`src/rtl/multicycle_controller.sv`:
```
// Moore control FSM for a multicycle RISC-V datapath.
// Optional memory wait states are enabled with `define MEM_WAIT_EN (adds mem_ready).
module multicycle_controller #(
  parameter int unsigned ILLEGAL_HALT = 1
) (
  input  logic       clk,
  input  logic       reset,
  input  logic [6:0] opcode,
  input  logic       branch_taken,
`ifdef MEM_WAIT_EN
  input  logic       mem_ready,
`endif
  output logic       PCWrite,
  output logic       IRWrite,
  output logic       MemWrite,
  output logic       RegWrite,
  output logic       AdrSrc,
  output logic       halted,
  output logic [1:0] ResultSrc,
  output logic [1:0] ALUSrcA,
  output logic [1:0] ALUSrcB,
  output logic [1:0] ALUOp,
  output logic [2:0] ImmSrc,
  output logic [3:0] state
);

  typedef enum logic [3:0] {
    StFetch    = 4'd0,
    StDecode   = 4'd1,
    StMemAdr   = 4'd2,
    StMemRead  = 4'd3,
    StMemWb    = 4'd4,
    StMemWrite = 4'd5,
    StExecR    = 4'd6,
    StExecI    = 4'd7,
    StAluWb    = 4'd8,
    StJal      = 4'd9,
    StJalr     = 4'd10,
    StBranch   = 4'd11,
    StUpper    = 4'd12,
    StHalt     = 4'd13
  } state_e;

  state_e state_q, state_d;
  logic   mem_rdy;

`ifdef MEM_WAIT_EN
  assign mem_rdy = mem_ready;
`else
  assign mem_rdy = 1'b1;
`endif

  always_comb begin
    state_d = state_q;
    case (state_q)
      StFetch:    if (mem_rdy) state_d = StDecode;
      StDecode: begin
        case (opcode)
          7'b0000011, 7'b0100011: state_d = StMemAdr;
          7'b0110011:             state_d = StExecR;
          7'b0010011:             state_d = StExecI;
          7'b1101111:             state_d = StJal;
          7'b1100111:             state_d = StJalr;
          7'b1100011:             state_d = StBranch;
          7'b0110111, 7'b0010111: state_d = StUpper;
          default:                state_d = (ILLEGAL_HALT != 0) ? StHalt : StFetch;
        endcase
      end
      StMemAdr:   state_d = (opcode == 7'b0000011) ? StMemRead : StMemWrite;
      StMemRead:  if (mem_rdy) state_d = StMemWb;
      StMemWrite: if (mem_rdy) state_d = StFetch;
      StMemWb, StAluWb, StBranch: state_d = StFetch;
      StExecR, StExecI, StUpper:  state_d = StAluWb;
      StJalr:     state_d = StJal;
      StJal:      state_d = StAluWb;
      StHalt:     state_d = StHalt;
      default:    state_d = StFetch;  // unused codes 14-15 recover
    endcase
  end

  always_ff @(posedge clk or posedge reset) begin
    if (reset) state_q <= StFetch;
    else       state_q <= state_d;
  end

  logic pc_update, branch, ir_write, mem_write, reg_write;

  always_comb begin
    pc_update = 1'b0;
    branch    = 1'b0;
    ir_write  = 1'b0;
    mem_write = 1'b0;
    reg_write = 1'b0;
    AdrSrc    = 1'b0;
    halted    = 1'b0;
    ResultSrc = 2'b00;
    ALUSrcA   = 2'b00;
    ALUSrcB   = 2'b00;
    ALUOp     = 2'b00;
    case (state_q)
      StFetch: begin
        ir_write  = mem_rdy;
        pc_update = mem_rdy;
        ALUSrcB   = 2'b10;
        ResultSrc = 2'b10;
      end
      StDecode:   begin ALUSrcA = 2'b01; ALUSrcB = 2'b01; end
      StMemAdr:   begin ALUSrcA = 2'b10; ALUSrcB = 2'b01; end
      StMemRead:  AdrSrc = 1'b1;
      StMemWb:    begin ResultSrc = 2'b01; reg_write = 1'b1; end
      StMemWrite: begin AdrSrc = 1'b1; mem_write = 1'b1; end
      StExecR:    begin ALUSrcA = 2'b10; ALUOp = 2'b10; end
      StExecI:    begin ALUSrcA = 2'b10; ALUSrcB = 2'b01; ALUOp = 2'b10; end
      StAluWb:    reg_write = 1'b1;
      StJal:      begin ALUSrcA = 2'b01; ALUSrcB = 2'b10; pc_update = 1'b1; end
      StJalr:     begin ALUSrcA = 2'b10; ALUSrcB = 2'b01; end
      StBranch:   begin ALUSrcA = 2'b10; ALUOp = 2'b01; branch = 1'b1; end
      StUpper: begin
        // lui adds the immediate to zero, auipc to the old PC
        ALUSrcA = (opcode == 7'b0110111) ? 2'b11 : 2'b01;
        ALUSrcB = 2'b01;
      end
      StHalt:     halted = 1'b1;
      default:    ;
    endcase
  end

  // Reset masks the write enables so nothing commits while the FSM is being forced.
  assign PCWrite  = ~reset & (pc_update | (branch & branch_taken));
  assign IRWrite  = ~reset & ir_write;
  assign MemWrite = ~reset & mem_write;
  assign RegWrite = ~reset & reg_write;
  assign state    = state_q;

  always_comb begin
    case (opcode)
      7'b0100011:             ImmSrc = 3'b001;
      7'b1100011:             ImmSrc = 3'b010;
      7'b1101111:             ImmSrc = 3'b011;
      7'b0110111, 7'b0010111: ImmSrc = 3'b100;
      default:                ImmSrc = 3'b000;
    endcase
  end

endmodule
```
`config.mk`:
```
export PLATFORM = sky130hd
export DESIGN_NAME = multicycle_controller
export DESIGN_NICKNAME = d
export VERILOG_FILES = /design/src/rtl/multicycle_controller.sv
export SDC_FILE = /design/constraint.sdc
export NUM_CORES = 1
export LEC_CHECK = 0
export CAP_MARGIN = 40
export CORE_MARGIN = 5
export CORE_UTILIZATION = 35
export DETAILED_ROUTE_END_ITERATION = 10
export GPL_TIMING_DRIVEN = 0
export PLACE_DENSITY_LB_ADDON = 0.3
export SYNTH_ARGS = -nofsm -noshare
export SYNTH_HDL_FRONTEND = slang
export SYNTH_SLANG_ARGS = --single-unit
```
`constraint.sdc`:
```
create_clock -name clk -period 1.3 [get_ports clk]
set_clock_uncertainty 0.05 [all_clocks]
set_input_delay 0.195 -clock clk [delete_from_list [all_inputs] [get_ports clk]]
set_output_delay 0.195 -clock clk [all_outputs]
set_load 0.02 [all_outputs]
```
---- Word-level counts from Yosys, hierarchy flattened ----
Index checks and enable logic that the tools add are counted.
storage, ports and cells
  logic and storage cells ................. 57
  register bits after elaboration ......... 4
  input port bits ......................... 10
  output and inout port bits .............. 21
operators by class
  eq/ne operators ......................... 22
  reductions and logical operators ........ 11
  muxes and demuxes ....................... 16
  bitwise operators ....................... 7
operators by type and width
  operator                                       number
  one-hot mux 4 bit (7 select lines)             2
  == test 4 bit, second input constant           6
  == test 7 x 6 -> 1 bit, second input constant  3
  == test 7 bit, second input constant           3
  == test 4 x 3 -> 1 bit, second input constant  4
  == test 7 x 5 -> 1 bit, second input constant  2
  OR reduction 2 bit                             7
  one-hot mux 2 bit (2 select lines)             3
  one-hot mux 3 bit (4 select lines)             1
  OR reduction 5 bit                             2
  == test 4 x 2 -> 1 bit, second input constant  2
  == test 7 x 2 -> 1 bit, second input constant  1
  two-way mux 1 bit                              7
  one-hot mux 2 bit (3 select lines)             1
  bitwise AND 1 bit                              5
  == test 4 x 1 -> 1 bit, second input constant  1
  logical NOT 4 bit                              1
  OR reduction 4 bit                             1
  two-way mux 3 bit                              1
  two-way mux 2 bit                              1
  inverter 1 bit                                 1
  bitwise OR 1 bit                               1

---- Longest topological paths before layout ----
  depth after elaboration ................. 5
  depth in mapped cells ................... 5
  gate-level depth less buffers ........... 4

---- Least setup slack after synthesis ----
OpenSTA, ideal clock, no wires.
  kind .................................... reg-to-output
  start point ............................. register state_q[3] (netlist: state[3])
  end point ............................... output port RegWrite
  stages on the path, launching flop included .. 4
  required time ........................... 1,055 ps
  path buffers ............................ 1
  arrival time ............................ 1,944 ps
  slack ................................... -889 ps
  cells stage by stage .................... dfrtp_1 > buf_2 > nand2b_1 > a2111oi_0
on the way
  word-level cells in the longest chain between the ends .. 4
  elaborated cells on any way between the ends .. 5
  classes of those cells .................. 2 x eq/ne; 1 x mux; 1 x bitwise; 1 x reduce/logical
ends and longest elaborated chain
  element                                                  line  source
  start: declaration                                       44    state_e state_q, state_d;
  start signal: assignment                                 82    if (reset) state_q <= StFetch;
  start signal: assignment                                 83    else state_q <= state_d;
  == test 4 bit or == test 4 x 3 -> 1 bit (tied branches)  100   case (state_q)
  OR reduction 2 bit (no line) *                           -
  two-way mux 1 bit *                                      100
  bitwise AND 1 bit *                                      132   assign RegWrite = ~reset & reg_write;
  end: declaration                                         16    output logic RegWrite,
Mark *: on every way between the ends. The rest lies on a longest branch, timed or not.

---- Worst setup path after layout ----
  start point ............................. register state_q[0] (netlist: state[0])
  end point ............................... output port ALUSrcA[0]
on the way
  word-level cells in the longest chain between the ends .. 3
  elaborated cells on any way between the ends .. 11
  classes of those cells .................. 8 x eq/ne; 1 x mux; 2 x reduce/logical
ends and longest elaborated chain
  element                                                             line  source
  == test 4 bit, or another cell as far along                         100
  OR reduction 5 bit (no line) or OR reduction 2 bit (tied branches)  -
  one-hot mux 2 bit (3 select lines) *                                100
  end: declaration                                                    20    output logic [1:0] ALUSrcA,
Marks and branches as above.

==> Implementation_results.wiki <==
{| class="wikitable"
! Metric !! Value
|-
| Run status || complete, but fails checks
|-
| Violated checks || negative setup slack
|-
| Average vias per placed instance || 6.10
|-
| Kind of cell adding the most delay to the critical path || flip-flops
|-
| Power after layout || between 3 and 4 mW
|-
| Worst hold-check path type || in -> async
|-
| Pin count of the biggest net entering global routing || 11
|-
| Met2 routed WL || 1930 µm
|-
| Relative contribution of combinational cells to total power || 0.868
|-
| Post-synthesis instance area || about 600 µm²
|-
| Required time at the worst-slack endpoint || 1.05 ns
|-
| Internal power summed over all cells || ~1.8 mW
|-
| Cell breakdown of the critical path || buf_6, buf_6, nand3b_1, a21oi_4, buf_6
|-
| Antenna diode instance count || 0
|-
| Placement Rows || 15
|-
| TritonCTS buffer count || 3
|-
| Final cell count without fillers || ~170
|-
| Post-layout nets || approximately 160
|-
| First-pass GRT wire length || 4000 µm
|-
| Number of cells produced by synthesis || 86
|-
| Sum of routed wire length over all layers || 3860 µm
|-
| Vias || ~1000
|-
| Detailed Place HPWL || 1460 µm
|-
| Final routed wire length divided by cell count || around 23 µm
|-
| Number of antenna violations at the first check in global routing || 0
|-
| Top FF cell, synth || dfrtp_1
|-
| Met3 routed WL || roughly 310 µm
|-
| Iteration-0 DRC count of the detailed router || between 50 and 60
|-
| Count of H-tree levels built during CTS || 1
|-
| Post-route clock period utilization || 1.35
|-
| Power density over the cells || 2070 mW/mm²
|-
| Die Footprint || roughly 0.0026 mm²
|-
| Cell type with the highest occurrence count on the critical path || buf_6
|-
| Relative slew margins || 0.779
|-
| Number of synthesized register bits || 4
|-
| Share of synthesized registers carrying an async set or reset || 1.00
|-
| Total instance count after detailed placement || 132
|-
| Count of final hold-check violations || 0
|-
| Slew at the pin closest to its max-slew limit || between 0.3 and 0.4 ns
|-
| Clock transition at the registers of the reported paths || 0.05 ns
|-
| Worst Path Buf+Inv || 3
|-
| Sequential-to-total area share from yosys stat || 0.168
|-
| Flip-flop count of the largest register, all copies and words added || 4
|-
| Total routing resource utilization after global routing || 0.201
|-
| Top-Level Pins || 31
|-
| Number of global-route vias before repair || just under 900
|-
| Core Footprint || around 0.0017 mm²
|-
| Net Sw Power || approximately 1.6 mW
|-
| P&R area growth vs syn || 169%
|-
| Leak pwr || ~0.68 nW
|-
| Startpoint Class || flip-flop
|-
| Final setup violation count || 21
|-
| Top routing layer used || met4
|-
| CTS Root Cell || clkbuf_4
|-
| Largest stage delay, worst path || 0.44 ns
|-
| Sequential share of power || 0.078
|-
| Number of enable flip-flop cells after synthesis || 0
|-
| Max-slew violation total from the final report || 0
|-
| Height of the chip || approximately 50 µm
|-
| Final Worst Setup Slack || -0.455 ns
|-
| Clk buf depth || 2
|-
| Clock share of power || 0.053
|-
| Layout cell share with drive strength beyond 1 || 0.755
|-
| M1 wire length || about 1400 µm
|-
| Global route overflow || 0
|-
| RD Place Congestion || roughly 0.86
|-
| RSZ-0062 raised after global routing || yes
|-
| Endpoint type of the worst setup path || output pin
|-
| Total negative setup slack || -5.78 ns
|-
| Worst Hold Margin || approximately 0.34 ns
|-
| Count of nets left with antenna violations after detail routing || 0
|-
| Post-Synthesis Net Count || between 90 and 100
|-
| Die outline width || around 50 µm
|-
| Critical Setup Path Class || reg -> out
|-
| Critical Path Fanout Max || 5
|-
| Number of search-and-repair iterations in the first detailed-routing pass || 4
|-
| Clk_lat worst skew || 0.26 ns
|-
| Number of sinks on the clock net || 4
|-
| Buffers added on ports || 29
|-
| IR drop worst, VDD || between 1000 and 1500 µV
|-
| Average instance area after synthesis || just under 7 µm²
|-
| TritonCTS clock tree || built
|-
| Yosys warns || 0
|-
| Maximum operating frequency || 570 MHz
|-
| Flop2flop setup slack || -0.28 ns
|-
| Shortest clock period the worst path allows after layout || around 1.8 ns
|-
| Starting utilization of the core area || 0.357
|-
| Filler Cells Inserted || 33
|-
| Count of cell types in the netlist || 37
|-
| Number of maximum-capacitance constraint violations || 0
|-
| Slowest cell on the critical path || dfrtp_2
|-
| Switching share of total power || 0.470
|-
| DRC violations left || 0
|-
| Data arrival at the endpoint of the critical path || ~1.5 ns
|}
power groups by stage:
stage	clock network, mW	logic, mW	registers [mW]
after global routing	0.181	2.99	0.263
after CTS	0.156	2.13	0.248
after detailed placement	0	1.75	0.253
after floorplan	0	1.16	0.295
after global placement	0	1.73	0.252
final	0.177	2.88	0.259
kinds of logic after synthesis:
family	Yosys count	synth area share
AND/OR/NAND/NOR	44	0.421
AO/OA/AOI/OAI	23	0.264
buffers and inverters	11	0.0880
XOR/XNOR	4	0.0587
flip-flops	4	0.168
metal layers:
metal,vias up,GRT usage
met4,0,0.0699
met5,-,0
met2,94,0.371
met1,468,0.234
li1,443,-
met3,20,0.0262
cells in the final DEF (no fill, tap or decap), drive strengths merged, types with 3 or more instances in the layout:
master / synthesis / final
nand2: 6 / 6
nor3: 7 / 7
clkbuf: 3 / 9
dfrtp: 4 / 4
a21oi: 8 / 8
inv: 4 / 4
or3: 3 / 3
buf: 4 / 57
nand2b: 7 / 7
nor2: 11 / 11
synth_stat cells (2+ instances only):
cell	instances	area [µm²]
nor3_1	6	30.0
dfrtp_1	4	100
nand2b_1	7	43.8
nor4_1	2	12.5
clkbuf_1	3	11.3
a21oi_1	8	40.0
nand2_1	6	22.5
nor2b_1	2	12.5
nor2_1	11	41.3
xor2_1	2	17.5
o31ai_1	2	15.0
o21ai_0	2	10.0
buf_2	3	15.0
inv_1	4	15.0
xnor2_1	2	17.5
through the flow:
step	cell area [µm²]	worst slack (ns)	util
final	1600	-0.455	0.960
after global routing	1600	-0.474	0.960
after CTS	1320	-0.391	0.788
after detailed placement	1110	-0.945	0.665
after global placement	1110	-0.933	0.665
after floorplan	800	-0.251	-
what timing repair did:
item | in CTS | in global routing
pin swaps | 6 | 12
setup endpoints to repair | 25 | 23
buffers inserted | 12 | 20
endpoints found under the hold margin | 0 | 0
hold buffers | 0 | 0
resized for setup | 134 | 49
gates cloned | 0 | 1
cell type report:
| cell class | instances | area, µm² | share of cell area |
|---|---|---|---|
| inverters | 4 | 15.0 | 0.00937 |
| repair buffers | 62 | 571 | 0.356 |
| multi-input cells | 71 | 741 | 0.462 |
| plain buffers | 7 | 128 | 0.0796 |
| well taps | 17 | 21.3 | 0.0133 |
| clock buffers | 3 | 22.5 | 0.0141 |
| flip-flops and latches | 4 | 105 | 0.0656 |
final timing paths:
check                      startpoint         end  cells past startpoint
hold / removal                  reset    state[2]                      2
setup / recovery             state[0]  ALUSrcA[0]                      5
hold reg to reg              state[2]    state[0]                      3
max in group asynchronous       reset    state[1]                      2
setup reg to reg             state[3]    state[2]                      7
min in group clk            opcode[6]    state[0]                      4
(Power assumes the default switching activity.)
